$ cat src/rtl/axi_write_master.sv
// axi_write_master: initiator side of an AXI3 write path.
// A local requester hands over one burst description. The block issues it on AW,
// streams the requester's beats onto W, and then collects the B response.
// Only one burst is in flight at a time.
module axi_write_master #(
  parameter int BUSWIDTH = 32,
  parameter int IDWIDTH  = 2
) (
  input  logic                  ACLK,
  input  logic                  ARESETn,
  // local request
  input  logic                  start,
  input  logic [31:0]           start_addr,
  input  logic [3:0]            start_len,
  input  logic [2:0]            start_size,
  input  logic [1:0]            start_burst,
  input  logic [IDWIDTH-1:0]    start_id,
  output logic                  busy,
  // local data stream
  input  logic [BUSWIDTH-1:0]   wdata_in,
  input  logic [BUSWIDTH/8-1:0] wstrb_in,
  input  logic                  data_valid,
  output logic                  data_ready,
  // completion
  output logic                  done,
  output logic [1:0]            resp,
  // AW channel
  output logic [IDWIDTH-1:0]    AWID,
  output logic [31:0]           AWADDR,
  output logic [3:0]            AWLEN,
  output logic [2:0]            AWSIZE,
  output logic [1:0]            AWBURST,
  output logic [1:0]            AWLOCK,
  output logic [3:0]            AWCACHE,
  output logic [2:0]            AWPROT,
  output logic                  AWVALID,
  input  logic                  AWREADY,
  // W channel
  output logic [IDWIDTH-1:0]    WID,
  output logic [BUSWIDTH-1:0]   WDATA,
  output logic [BUSWIDTH/8-1:0] WSTRB,
  output logic                  WLAST,
  output logic                  WVALID,
  input  logic                  WREADY,
  // B channel
  input  logic [IDWIDTH-1:0]    BID,
  input  logic [1:0]            BRESP,
  input  logic                  BVALID,
  output logic                  BREADY
);

  localparam int         STRBW    = BUSWIDTH / 8;
  // Largest legal AxSIZE: a beat may not be wider than the data bus.
  localparam logic [2:0] MAX_SIZE = 3'($clog2(STRBW));
  localparam logic [1:0] RESP_SLVERR = 2'b10;

  typedef enum logic [1:0] {
    S_IDLE = 2'd0,
    S_ADDR = 2'd1,
    S_DATA = 2'd2,
    S_RESP = 2'd3
  } state_t;

  state_t               state_q, state_d;
  logic [31:0]          addr_q,  addr_d;
  logic [3:0]           len_q,   len_d;
  logic [2:0]           size_q,  size_d;
  logic [1:0]           burst_q, burst_d;
  logic [IDWIDTH-1:0]   id_q,    id_d;
  logic [3:0]           cnt_q,   cnt_d;
  logic                 done_q,  done_d;
  logic [1:0]           resp_q,  resp_d;

  logic                 in_data;
  logic                 last_beat;
  logic                 w_hs;

  // A request whose beat is wider than the bus cannot be issued at all.
  function automatic logic size_legal(input logic [2:0] sz);
    return (sz <= MAX_SIZE);
  endfunction

  // A response carrying someone else's ID is reported as a slave error.
  function automatic logic [1:0] resp_check(input logic [IDWIDTH-1:0] bid,
                                            input logic [1:0]         bresp,
                                            input logic [IDWIDTH-1:0] exp_id);
    return (bid == exp_id) ? bresp : RESP_SLVERR;
  endfunction

  assign in_data   = (state_q == S_DATA);
  assign last_beat = (cnt_q == len_q);
  assign w_hs      = WVALID & WREADY;

  // Channel outputs decode from registered state, so AW and B signals are glitch-free.
  assign busy       = (state_q != S_IDLE);
  assign AWVALID    = (state_q == S_ADDR);
  assign AWID       = id_q;
  assign AWADDR     = addr_q;
  assign AWLEN      = len_q;
  assign AWSIZE     = size_q;
  assign AWBURST    = burst_q;
  assign AWLOCK     = 2'b00;
  assign AWCACHE    = 4'b0000;
  assign AWPROT     = 3'b000;

  // W beats pass straight through from the requester; only valid/last are gated.
  assign WID        = id_q;
  assign WDATA      = wdata_in;
  assign WSTRB      = wstrb_in;
  assign WVALID     = in_data & data_valid;
  assign WLAST      = in_data & last_beat;
  assign data_ready = in_data & WREADY;

  assign BREADY     = (state_q == S_RESP);
  assign done       = done_q;
  assign resp       = resp_q;

  // Next-state and register-update logic for the burst sequencer.
  always_comb begin
    state_d = state_q;
    addr_d  = addr_q;
    len_d   = len_q;
    size_d  = size_q;
    burst_d = burst_q;
    id_d    = id_q;
    cnt_d   = cnt_q;
    done_d  = 1'b0;
    resp_d  = resp_q;

    case (state_q)
      S_IDLE: begin
        if (start) begin
          if (size_legal(start_size)) begin
            addr_d  = start_addr;
            len_d   = start_len;
            size_d  = start_size;
            burst_d = start_burst;
            id_d    = start_id;
            state_d = S_ADDR;
          end else begin
            // Reject without touching the bus.
            done_d = 1'b1;
            resp_d = RESP_SLVERR;
          end
        end
      end

      S_ADDR: begin
        if (AWREADY) begin
          cnt_d   = 4'd0;
          state_d = S_DATA;
        end
      end

      S_DATA: begin
        if (w_hs) begin
          if (last_beat) begin
            state_d = S_RESP;
          end else begin
            cnt_d = cnt_q + 4'd1;
          end
        end
      end

      S_RESP: begin
        if (BVALID) begin
          resp_d  = resp_check(BID, BRESP, id_q);
          done_d  = 1'b1;
          state_d = S_IDLE;
        end
      end

      default: state_d = S_IDLE;
    endcase
  end

  // State and burst registers; reset aborts any burst in progress.
  always_ff @(posedge ACLK) begin
    if (!ARESETn) begin
      state_q <= S_IDLE;
      addr_q  <= '0;
      len_q   <= '0;
      size_q  <= '0;
      burst_q <= '0;
      id_q    <= '0;
      cnt_q   <= '0;
      done_q  <= 1'b0;
      resp_q  <= 2'b00;
    end else begin
      state_q <= state_d;
      addr_q  <= addr_d;
      len_q   <= len_d;
      size_q  <= size_d;
      burst_q <= burst_d;
      id_q    <= id_d;
      cnt_q   <= cnt_d;
      done_q  <= done_d;
      resp_q  <= resp_d;
    end
  end

endmodule

$ cat config.mk
export PLATFORM = sky130hd
export DESIGN_NAME = axi_write_master
export DESIGN_NICKNAME = d
export VERILOG_FILES = /design/src/rtl/axi_write_master.sv
export SDC_FILE = /design/constraint.sdc
export NUM_CORES = 1
export LEC_CHECK = 0
export BUFFER_PORTS_ARGS = -buffer_cell sky130_fd_sc_hd__buf_4
export CAP_MARGIN = 40
export CORE_MARGIN = 5
export CORE_UTILIZATION = 40
export CTS_CLUSTER_DIAMETER = 50
export DETAILED_ROUTE_END_ITERATION = 7
export PLACE_DENSITY = 0.79
export SLEW_MARGIN = 20
export SYNTH_ARGS = -nofsm -noshare
export SYNTH_HDL_FRONTEND = slang
export SYNTH_SLANG_ARGS = --single-unit
$ cat constraint.sdc
create_clock -name ACLK -period 4 [get_ports ACLK]
set_input_delay 0.2 -clock ACLK [delete_from_list [all_inputs] [get_ports ACLK]]
set_output_delay 0.2 -clock ACLK [all_outputs]
set_load 0.02 [all_outputs]
# Word-level counts from Yosys, hierarchy flattened

Index checks and enable logic that the tools add are counted.
W data, S select, Z words.

Word-level logic and storage cells: 56
Register bits: 52
Output and inout port bits: 99
Bits of input ports: 90

Multiplexer cells: 20
$lt $le $gt $ge: 1
Add/sub/neg operators: 1
Reductions and logical operators: 8
Eq/ne operators: 13
Bitwise logic cells: 4

Operators with widths:

| operator              | count |
|---|---|
| $mux W2               | 10 |
| $mux W4               | 3 |
| $ne A2 B2 Y1 const B  | 5 |
| $pmux W2 S4           | 1 |
| $pmux W4 S2           | 1 |
| $reduce_and A4 Y1     | 2 |
| $ne A2 B1 Y1 const B  | 3 |
| $reduce_and A6 Y1     | 1 |
| $reduce_bool A2 Y1    | 3 |
| $add A4 B1 Y4 const B | 1 |
| $and A1 B1 Y1         | 4 |
| $eq A2 B2 Y1 const B  | 2 |
| $eq A4 B4 Y1          | 1 |
| $pmux W2 S2           | 1 |
| $le A3 B2 Y1 const B  | 1 |
| $mux W1               | 3 |
| $reduce_and A3 Y1     | 1 |
| $eq A2 B1 Y1 const B  | 1 |
| $eq A2 B2 Y1          | 1 |
| $logic_not A2 Y1      | 1 |
| $pmux W1 S2           | 1 |

# Longest topological paths before layout

Depth in word-level cells: 5
Mapped depth: 7
Mapped depth without buffers: 6

# Worst setup path before layout

Ideal clock, no wire load.

Kind: register to register
From: reg state_q[0]
To: reg resp_q[0], in the netlist resp[0]
Path buffers: 0
Stages on the path, launching flop included: 7
Arrival: 1670 ps
Setup slack: 2260 ps
Clock period less this slack: 1740 ps
Path through: dfxtp_1 > inv_1 > ha_1 > inv_1 > o22ai_2 > or4_1 > a21oi_1

Word-level cells in the longest chain between the ends: 3

RTL lines:

| item                                                         | line | text |
|---|---|---|
| start: declaration                                           | 64   | `state_t state_q, state_d;` |
| start signal: assignment                                     | 190  | `state_q <= state_d;` |
| $eq A2 B2 Y1 or $logic_not A2 Y1 (tied branches)             | 130  | `case (state_q)` |
| $ne A2 B2 Y1 (no line) or $reduce_bool A2 Y1 (tied branches) | --   |  |
| $reduce_and A4 Y1 (no line)                                  | --   |  |
| end signal: assignment                                       | 198  | `resp_q <= resp_d;` |
| end: declaration                                             | 72   | `logic [1:0] resp_q, resp_d;` |

Several ways; a longest one is shown, not always the timed one.
A chain may end at the register's enable or synchronous reset.

# Worst setup path in the final report

From: reg state_q[0]
To: reg size_q[2], in the netlist AWSIZE[2]

Word-level cells in the longest chain between the ends: 2

RTL lines:

| item                        | line | text |
|---|---|---|
| $logic_not A2 Y1            | 130  |  |
| $reduce_and A3 Y1 (no line) | --   |  |
| end signal: assignment      | 193  | `size_q <= size_d;` |
| end: declaration            | 67   | `logic [2:0] size_q, size_d;` |

No other way between the ends.

==> flow_metrics.env <==
export IMPL_synth_area_top_cells="sky130_fd_sc_hd__dfxtp_1, sky130_fd_sc_hd__buf_4, sky130_fd_sc_hd__nand2_1"
export IMPL_drt_antenna_violating_nets=0
export IMPL_die_width_um=89.96
export IMPL_yosys_area_top_type_share_pct=40.70
export IMPL_clock_power_share_pct=22.2
export IMPL_wl_per_cell_um=13.93
export IMPL_layout_cell_share_with_drive_strength_beyond_1_pct=33.42
export IMPL_drt_pass1_iter_count=4
export IMPL_num_io_pins=189
export IMPL_rsz0062_at_grt="no"
export IMPL_number_of_distinct_library_cells_after_synthesis=39
export IMPL_core_region_area_um2=6277
export IMPL_dp_worst_setup_slack_ns=1.976
export IMPL_tritoncts="done"
export IMPL_initial_core_util_pct=40.74
export IMPL_length_in_cells_of_the_worst_reg_to_reg_path=5
export IMPL_drcViolationCount=0
export IMPL_syn_to_final_growth_pct=24.66
export IMPL_cts_made_buffers=5
export IMPL_critPathMaxFanout=24
export IMPL_min_delay_path_class="input port to flop"
export IMPL_diodes=0
export IMPL_report_final_setup_viol=0
export IMPL_synthesis_yosys_warnings=0
export IMPL_placedInstanceArea_um2=3090
export IMPL_finish_instance_area_um2=3188
export IMPL_worst_skew_pair_late_latency_ns=0.31
export IMPL_overflow=0
export IMPL_netSwitchingFraction_pct=35.75
export IMPL_synth_enable_flop_cells=0
export IMPL_clkSinkCount=52
export IMPL_p_leak_nw=1.386
export IMPL_run_status="complete, no violations"
export IMPL_gp_congestion=0.7767
export IMPL_most_common_layout_cells="sky130_fd_sc_hd__buf_4, sky130_fd_sc_hd__nand2_1, sky130_fd_sc_hd__dfxtp_1"
export IMPL_grt_max_degree=39
export IMPL_routed_wl_mm=6.408
export IMPL_synth_seq_area_share_pct=40.70
export IMPL_die_height_um=89.96
export IMPL_synth_async_reset_ratio_pct=0
export IMPL_final_report_hold_violation_count=0
export IMPL_grt_antenna_before_repair=0
export IMPL_regArea_um2=1041
export IMPL_clockRootBuffer="sky130_fd_sc_hd__clkbuf_8"
export IMPL_number_of_synthesized_register_bits=52
export IMPL_cts_root_to_sink_buffers=2
export IMPL_worst_setup_hold_path_clk_slew_ns=0.10
export IMPL_grt_first_pass_wirelength_mm=10.41
export IMPL_synth_area_per_cell_um2=7.992
export IMPL_finalClockSkew_ns=0.01056
export IMPL_final_util_pct=50.79
export IMPL_first_global_vias=2215
export IMPL_worst_max_slew_pin_slew_ns=0.7373
export IMPL_min_period_ns=2.037
export IMPL_num_rows=29
export IMPL_cp_endpoint_kind="flop"
export IMPL_synth_area_leader_cell="sky130_fd_sc_hd__dfxtp_1"
export IMPL_first_iter_violations=38
export IMPL_post_cts_repair_setup_buffers=0
export IMPL_grt_total_usage_pct=15.24
export IMPL_mappedNetlistArea_um2=2557
export IMPL_final_min_period_over_clock_period_pct=50.93
export IMPL_internal_power_w=0.0009183
export IMPL_buffer_ports_inserted=107
export IMPL_worstSetupStartpointType="flop"
export IMPL_hpwl_mm=4.991
export IMPL_combPwrFrac_pct=35.7
export IMPL_netlist_instances=320
export IMPL_critical_path_required_ns=4.21
export IMPL_vdd_drop_max_mv=0.2032
export IMPL_timing_hold_worst_path_depth=3
export IMPL_fin_setup_tns_ns=0
export IMPL_relSlewSlack_pct=50.71
export IMPL_report_final_slew_viol_count=0
export IMPL_total_area_of_multi_input_combinational_cells_um2=1090
export IMPL_fmax_mhz=490.9
export IMPL_power_density_nw_per_um2=448.3
export IMPL_routed_via_count=2192
export IMPL_cts_resized=0
export IMPL_synthFlopType="sky130_fd_sc_hd__dfxtp_1"
export IMPL_routed_via_density=4.765
export IMPL_layout_nets=477
export IMPL_seq_power_share_pct=42.1
export IMPL_cts_hold_repair_buffers=0
export IMPL_worst_slack_ns=1.963
export IMPL_drv_cap=0
export IMPL_power_net_switching_w=0.0005110
export IMPL_critical_path_arrival_ns=2.24
export IMPL_number_of_levels_in_the_clock_h_tree=2
export IMPL_dieArea_um2=8093
export IMPL_timing_worst_setup_path_type="flop to flop"
export IMPL_layout_cells_most_common="sky130_fd_sc_hd__buf_4"
export IMPL_layout_filler_cells=605
## final cells by class
| type | instances | share of cell area, % |
|---|---|---|
| clock buffer | 6 | 2.590 |
| tap | 77 | 3.022 |
| inverter | 10 | 1.177 |
| sequential | 52 | 32.65 |
| clock inverter | 2 | 0.4710 |
| timing repair buffer | 110 | 25.90 |
| multi-input combinational | 203 | 34.18 |
## stage by stage
| step | total power (W) | instances | hold WS, ns |
|---|---|---|---|
| after floorplan | 0.001001 | 328 | 0.3360 |
| after global placement | 0.001115 | 452 | 0.4001 |
| after detailed placement | 0.001129 | 452 | 0.4001 |
| after CTS | 0.001446 | 460 | 0.1171 |
| after global routing | 0.001518 | 460 | 0.1213 |
| final | 0.001429 | 460 | 0.1257 |
## Yosys cell counts, types with 2 or more instances
cell                       number
sky130_fd_sc_hd__nand2_1       91
sky130_fd_sc_hd__dfxtp_1       52
sky130_fd_sc_hd__a21oi_1       48
sky130_fd_sc_hd__buf_4         47
sky130_fd_sc_hd__clkbuf_1      11
sky130_fd_sc_hd__inv_1         10
sky130_fd_sc_hd__buf_2          5
sky130_fd_sc_hd__ha_1           5
sky130_fd_sc_hd__nor2_1         5
sky130_fd_sc_hd__nand3_1        4
sky130_fd_sc_hd__xnor2_2        4
sky130_fd_sc_hd__a21o_1         3
sky130_fd_sc_hd__and2_1         2
sky130_fd_sc_hd__and3_1         2
sky130_fd_sc_hd__nor3_1         2
sky130_fd_sc_hd__nor4_1         2
sky130_fd_sc_hd__o211ai_1       2
sky130_fd_sc_hd__o21a_1         2
sky130_fd_sc_hd__o21ai_0        2
sky130_fd_sc_hd__xnor2_1        2
## path summary, 6_finish.rpt
kind	from	endpoint	slack, ns
setup / recovery	state_q[0]	AWSIZE[2]	1.96
hold / removal	start_addr[17]	AWADDR[17]	0.13
setup reg to reg	state_q[0]	AWSIZE[2]	1.96
hold reg to reg	AWADDR[27]	AWADDR[27]	0.46
## kinds of logic after synthesis
logic type	Yosys count	synth area share (%)
simple gates	115	19.33
buf+inv	73	17.86
compound gates	67	15.90
flops	52	40.70
xor+xnor	6	3.229
fa+ha+maj	5	2.446
other cells	1	0.1466
mux	1	0.3914
## power by group through the flow
stage               Clock (W)  Sequential, W  Combinational (W)
global route         0.000348       0.000609           0.000561
finish               0.000318       0.000601           0.000510
floorplan                   0       0.000658           0.000343
CTS                  0.000328       0.000602           0.000516
global placement            0       0.000611           0.000504
detailed placement          0       0.000613           0.000515
## routing by layer
| layer | vias up | GRT usage (%) | share of wire (%) |
|---|---|---|---|
| li1 | 1113 | - | - |
| met1 | 983 | 16.22 | 39 |
| met2 | 84 | 27.07 | 51 |
| met3 | 12 | 6.010 | 8.4 |
| met4 | 0 | 5.459 | 1.6 |
| met5 | - | 0 | 0 |
## worst max-delay path, stage by stage, from the launching register on
cell and delay (ns):
sky130_fd_sc_hd__dfxtp_1 0.35, sky130_fd_sc_hd__inv_1 0.09, sky130_fd_sc_hd__ha_1 0.26, sky130_fd_sc_hd__nand3_1 0.56, sky130_fd_sc_hd__buf_4 0.46, sky130_fd_sc_hd__and3_1 0.21
## sequential cells by signal, summed over array words and instances, names as in the netlist
name / count
AWSIZE: 3
AWBURST: 2
resp: 2
state_q: 2
AWID: 2
AWLEN: 4
cnt_q: 4
AWADDR: 32
done: 1
(Power assumes the default switching activity.)
